$ cat src/rtl/rf_seq_if.sv
// Sequencer-side bundle: instruction memory fetch port plus register-file read/write port.
interface rf_seq_if #(
    parameter int unsigned WIDTH  = 16,
    parameter int unsigned ADDR_W = 4
);
    logic [ADDR_W-1:0] imem_addr;
    logic [7:0]        imem_rdata;
    logic [1:0]        rf_rs1;
    logic [1:0]        rf_rs2;
    logic [1:0]        rf_rd;
    logic              rf_we;
    logic [WIDTH-1:0]  rf_wd;
    logic [WIDTH-1:0]  rf_rs1_data;
    logic [WIDTH-1:0]  rf_rs2_data;

    modport master (
        output imem_addr, rf_rs1, rf_rs2, rf_rd, rf_we, rf_wd,
        input  imem_rdata, rf_rs1_data, rf_rs2_data
    );

    modport slave (
        input  imem_addr, rf_rs1, rf_rs2, rf_rd, rf_we, rf_wd,
        output imem_rdata, rf_rs1_data, rf_rs2_data
    );
endinterface

$ cat src/rtl/rf_seq_ctrl.sv
// Multi-cycle fetch/decode/execute/writeback sequencer for a 4-entry register file.
// ISA: ADD, SUB, JNZ (absolute target), HALT; one 8-bit instruction per imem word.
module rf_seq_ctrl #(
    parameter int unsigned WIDTH  = 16,
    parameter int unsigned ADDR_W = 4
) (
    input  logic              clk,
    input  logic              rst,
    input  logic              start,
    rf_seq_if.master          bus,
    output logic              busy,
    output logic              halted,
    output logic [ADDR_W-1:0] pc
);

    typedef enum logic [2:0] {
        StIdle, StFetch, StDecode, StExec, StWb, StHalted
    } state_e;

    typedef enum logic [1:0] {OpAdd, OpSub, OpJnz, OpHalt} op_e;

    state_e            state_q, state_d;
    logic [ADDR_W-1:0] pc_q, pc_d;
    logic [7:0]        ir_q, ir_d;
    logic [WIDTH-1:0]  result_q, result_d;
    op_e               op;
    logic [ADDR_W-1:0] jnz_target;

    assign op         = op_e'(ir_q[7:6]);
    assign jnz_target = ADDR_W'({ir_q[5:4], ir_q[1:0]});

    always_ff @(posedge clk) begin
        if (rst) begin
            state_q  <= StIdle;
            pc_q     <= '0;
            ir_q     <= '0;
            result_q <= '0;
        end else begin
            state_q  <= state_d;
            pc_q     <= pc_d;
            ir_q     <= ir_d;
            result_q <= result_d;
        end
    end

    always_comb begin
        state_d  = state_q;
        pc_d     = pc_q;
        ir_d     = ir_q;
        result_d = result_q;
        unique case (state_q)
            StIdle: begin
                if (start) begin
                    state_d = StFetch;
                    pc_d    = '0;
                end
            end
            StFetch:  state_d = StDecode;
            StDecode: begin
                ir_d    = bus.imem_rdata;
                state_d = StExec;
            end
            StExec: begin
                unique case (op)
                    OpAdd: begin
                        result_d = bus.rf_rs1_data + bus.rf_rs2_data;
                        state_d  = StWb;
                    end
                    OpSub: begin
                        result_d = bus.rf_rs1_data - bus.rf_rs2_data;
                        state_d  = StWb;
                    end
                    OpJnz: begin
                        pc_d    = (bus.rf_rs1_data != '0) ? jnz_target : pc_q + ADDR_W'(1);
                        state_d = StFetch;
                    end
                    OpHalt: state_d = StHalted;
                endcase
            end
            StWb: begin
                pc_d    = pc_q + ADDR_W'(1);
                state_d = StFetch;
            end
            StHalted: begin
                if (start) begin
                    state_d = StFetch;
                    pc_d    = '0;
                    ir_d    = '0;
                end
            end
            default: state_d = StIdle;
        endcase
    end

    // Reset gates the write combinationally so a reset landing in WB drops that write.
    assign bus.rf_we     = (state_q == StWb) && (ir_q[5:4] != 2'd0) && !rst;
    assign bus.rf_wd     = result_q;
    assign bus.rf_rd     = ir_q[5:4];
    assign bus.rf_rs1    = ir_q[3:2];
    assign bus.rf_rs2    = ir_q[1:0];
    assign bus.imem_addr = pc_q;

    assign busy   = (state_q == StFetch) || (state_q == StDecode) ||
                    (state_q == StExec)  || (state_q == StWb);
    assign halted = (state_q == StHalted);
    assign pc     = pc_q;

endmodule

$ cat src/flat_wrapper.sv
// flat-port wrapper written by rule: the top's interface ports become plain ports
module rf_seq_ctrl_flat 
#(
    parameter int unsigned WIDTH  = 16,
    parameter int unsigned ADDR_W = 4
)
  (clk, rst, start, busy, halted, pc, bus_imem_addr, bus_rf_rs1, bus_rf_rs2, bus_rf_rd, bus_rf_we, bus_rf_wd, bus_imem_rdata, bus_rf_rs1_data, bus_rf_rs2_data);
  rf_seq_if #(.WIDTH(WIDTH), .ADDR_W(ADDR_W)) bus_i ();
  input  logic clk;
  input  logic rst;
  input  logic start;
  output logic busy;
  output logic halted;
  output logic [ADDR_W-1:0] pc;
  output wire logic [$bits(bus_i.imem_addr)-1:0] bus_imem_addr;
  output wire logic [$bits(bus_i.rf_rs1)-1:0] bus_rf_rs1;
  output wire logic [$bits(bus_i.rf_rs2)-1:0] bus_rf_rs2;
  output wire logic [$bits(bus_i.rf_rd)-1:0] bus_rf_rd;
  output wire logic [$bits(bus_i.rf_we)-1:0] bus_rf_we;
  output wire logic [$bits(bus_i.rf_wd)-1:0] bus_rf_wd;
  input wire logic [$bits(bus_i.imem_rdata)-1:0] bus_imem_rdata;
  input wire logic [$bits(bus_i.rf_rs1_data)-1:0] bus_rf_rs1_data;
  input wire logic [$bits(bus_i.rf_rs2_data)-1:0] bus_rf_rs2_data;
  assign bus_imem_addr = bus_i.imem_addr;
  assign bus_rf_rs1 = bus_i.rf_rs1;
  assign bus_rf_rs2 = bus_i.rf_rs2;
  assign bus_rf_rd = bus_i.rf_rd;
  assign bus_rf_we = bus_i.rf_we;
  assign bus_rf_wd = bus_i.rf_wd;
  assign bus_i.imem_rdata = bus_imem_rdata;
  assign bus_i.rf_rs1_data = bus_rf_rs1_data;
  assign bus_i.rf_rs2_data = bus_rf_rs2_data;
  rf_seq_ctrl #(.WIDTH(WIDTH), .ADDR_W(ADDR_W)) u_core (.clk(clk), .rst(rst), .start(start), .bus(bus_i), .busy(busy), .halted(halted), .pc(pc));
endmodule
$ cat config.mk
export PLATFORM = sky130hd
export DESIGN_NAME = rf_seq_ctrl_flat
export DESIGN_NICKNAME = d
export VERILOG_FILES = /design/src/rtl/rf_seq_if.sv /design/src/rtl/rf_seq_ctrl.sv /design/src/flat_wrapper.sv
export SDC_FILE = /design/constraint.sdc
export NUM_CORES = 1
export LEC_CHECK = 0
export ABC_AREA = 0
export CAP_MARGIN = 25
export CORE_MARGIN = 1
export CORE_UTILIZATION = 48
export DETAILED_ROUTE_END_ITERATION = 12
export PLACE_DENSITY = 0.78
export SLEW_MARGIN = 25
export SYNTH_ARGS = -nofsm -noshare
export SYNTH_HDL_FRONTEND = slang
export SYNTH_SLANG_ARGS = --single-unit
$ cat constraint.sdc
create_clock -name clk -period 4.6 [get_ports clk]
set_input_delay 0.92 -clock clk [delete_from_list [all_inputs] [get_ports clk]]
set_output_delay 0.92 -clock clk [all_outputs]
set_load 0.01 [all_outputs]
==> impl_results.md <==
* Status: complete, no violations
* Commonest non-fill, non-tap cells in the layout: 75 x clkdlybuf4s50_1, 35 x nor2_1, 31 x dfxtp_1, 29 x nand2_1, 26 x a21oi_1
* Final std cells w/o fill at about 450
* Root buffer cell: clkbuf_8
* Final Cell Area at 0.00332 mm^2
* Reg clk slew, reported paths at 0.07 ns
* Antenna fix cells at 0
* DRT iter0 DRCs at 132
* GR Overflow Total at 0
* Number of setup buffers added after CTS at 0
* DRT Pass-1 Iters at 4
* Cell Pwr Density at 312 mW/mm^2
* Max Slew Vio Count at 0
* Tightest Hold Check Type: flop to flop
* Post-synthesis net count at 375
* DR DRC count at 0
* Worst reg2reg startpoint: u_core.ir_q[6]
* Initial antenna violation count at 0
* Final setup viols at 0
* CTS tree: done
* Syn. warnings at 0
* Resize count post-CTS at 0
* Full die area at between 0.005 and 0.006 mm^2
* Clock Sinks at 31
* Worst EP arrival at approximately 4 ns
* Final hold vios at 0
* Peak VDD IR at 241 uV
* Pin count of the biggest net entering global routing at 30
* Synthesized netlist cell count at 314
* EDFF count, synth at 0
* Share of cells above drive strength 1 at 0.0608
* Area Overhead vs Synth at 34.1%
* MaxCap Viol Count at 0
* Worst Setup Start Kind: primary input
* Worst-path maximum fanout at 7
* Total CTS buffers at 5
* Synth top area cells: dfxtp_1 25%, ha_1 8.6%, xnor2_1 6.7%
* WHS at between 0.4 and 0.5 ns
* H-tree Lvls at 2
* Worst slew pin tran at 0.719 ns
* Slew margin rel. at 0.520
* Final wirelength at 6.42 mm
* Die Wd at 73.8 um
* Vias per cell at 5.55
* Final min period at between 3 and 4 ns
* Routed vias at 2471
* Worst clock skew at around 0.0019 ns
* GPL Wtd Cong at 0.901
* GR Util All Layers at 0.257
* Main synth FF type: dfxtp_1
* Number of global-route vias before repair at 2326
* Die Height at 73.8 um
* Static leakage at roughly 1.3 nW
* First-pass GRT wire length at approximately 11 mm
* Synth area leader: dfxtp_1
* # placed instances at between 400 and 500
* Synthesized cell area at 0.00248 mm^2
* DR WL/cell at 14.4 um
* Most common cell after layout, fill and taps aside: clkdlybuf4s50_1
* Nets at around 440
* Post-synth ARST share at 0
* Dpl cell area at roughly 0.0032 mm^2
* Seq/Total Area, Yosys at 0.251
* Clk buf depth at 2
* Number of port buffers at 75
* Core box area at 0.00485 mm^2
* WP data required at 4.74 ns
* Mapped Avg Cell Area at 7.89 um^2
* Part of the cycle the worst path needs at 0.863
* Routed Antenna Nets at 0
* Setup CP Type: primary input to flop
* Netlist cell types at 56
* Fin Setup TNS at 0 ns
* Setup crit start: bus_rf_rs2_data[0]
* Row Count at 25
* Top cell type's share of synthesized area at 0.251
* Seq cells post-synth at 31
* RSZ-0062 raised after global routing: false
* Fmax at 252 MHz
* Critical Path Sink Type: flop
* Hold buffer count at CTS at 0
* Hpwl dp at 5.11 mm
* Worst hold start: u_core.bus.rf_wd[8]
* I/O Pins at 76
* Worst-Skew Late Latency at 0.28 ns
* Starting Density at 0.511
[Yosys cell counts (2+ instances only)]
cell type,count
a211oi_1,2
a21o_1,4
a21oi_1,26
a22oi_1,9
a311oi_1,2
a31oi_1,4
and3_1,6
and4_1,2
buf_2,4
buf_4,10
clkbuf_1,5
dfxtp_1,31
ha_1,17
inv_1,11
mux2i_1,3
nand2_1,29
nand2b_1,7
nand3_1,8
nand4_1,3
nor2_1,36
nor2b_1,7
nor3_1,7
nor4_1,5
o211ai_1,2
o211ai_2,2
o21a_1,3
o21ai_0,10
o21ai_2,4
xnor2_1,19
xor2_1,10
[state kept, by name, summed over array words and instances (netlist names)]
name and cells:
u_core.bus.imem_addr 4, u_core.bus.rf_wd 16, u_core.ir_q 8, u_core.state_q 3
[cells by family after synthesis]
family / Yosys count / share of synthesized area
xor gates and xnor gates: 29 / 0.103
and+or+nand+nor: 120 / 0.239
DFF: 31 / 0.251
muxes: 3 / 0.0121
AOI/OAI and AO/OA: 81 / 0.234
buffers and inverters: 31 / 0.0641
adders and majority gates: 19 / 0.0980
[metal layers]
metal | global-route usage | routed length (um) | vias up
met4 | 0.0705 | 83 | 0
met5 | 0 | 0 | -
li1 | - | - | 1240
met3 | 0.0370 | 277 | 7
met1 | 0.349 | 3030 | 1157
met2 | 0.424 | 3030 | 67
[final timing paths]
path,endpoint,slack (ns),cells after the start
worst min-delay path,u_core.bus.rf_wd[8],0.46,2
worst min register to register,u_core.bus.rf_wd[8],0.46,2
worst max register to register,u_core.bus.rf_wd[12],1.45,10
worst max-delay path,u_core.bus.rf_wd[15],0.63,15
[stage by stage]
| step | setup slack [ns] | power, mW | utilization |
|---|---|---|---|
| 3_3_place_gp | 0.417 | 0.753 | 0.660 |
| 3_5_place_dp | 0.316 | 0.759 | 0.660 |
| 4_1_cts | 0.631 | 1.04 | 0.685 |
| 2_1_floorplan | 1.09 | 0.620 | - |
| 6_report | 0.630 | 1.04 | 0.685 |
| 5_1_grt | 0.372 | 1.10 | 0.685 |
[cell type report]
class,instances,area [um^2]
Clock buffer,6,82.6
Tap cell,67,83.8
Inverter,11,41.3
Clock inverter,2,35.0
Multi-Input combinational cell,252,1700
Sequential cell,31,621
Fill cell,413,1530
Timing Repair Buffer,76,758
[report_power, final]
part | internal [mW] | total, mW | switching (mW)
sequential | 0.292 | 0.318 | 0.0266
combinational | 0.209 | 0.439 | 0.231
clock | 0.175 | 0.277 | 0.102
total | 0.676 | 1.04 | 0.359
[worst max-delay path, cell delays in order]
cell and delay [ns]:
clkdlybuf4s50_1 0.46, inv_1 0.08, ha_1 0.16, nor2b_1 0.20, nand3_1 0.13, or4_1 0.48
o31ai_2 0.23, xor2_1 0.10, ha_1 0.43, nand2_1 0.14, a2111oi_4 0.29, o21ai_2 0.11
o21ai_2 0.15, xnor2_1 0.14, a211oi_2 0.08
Power figures use the tool's default switching activity.
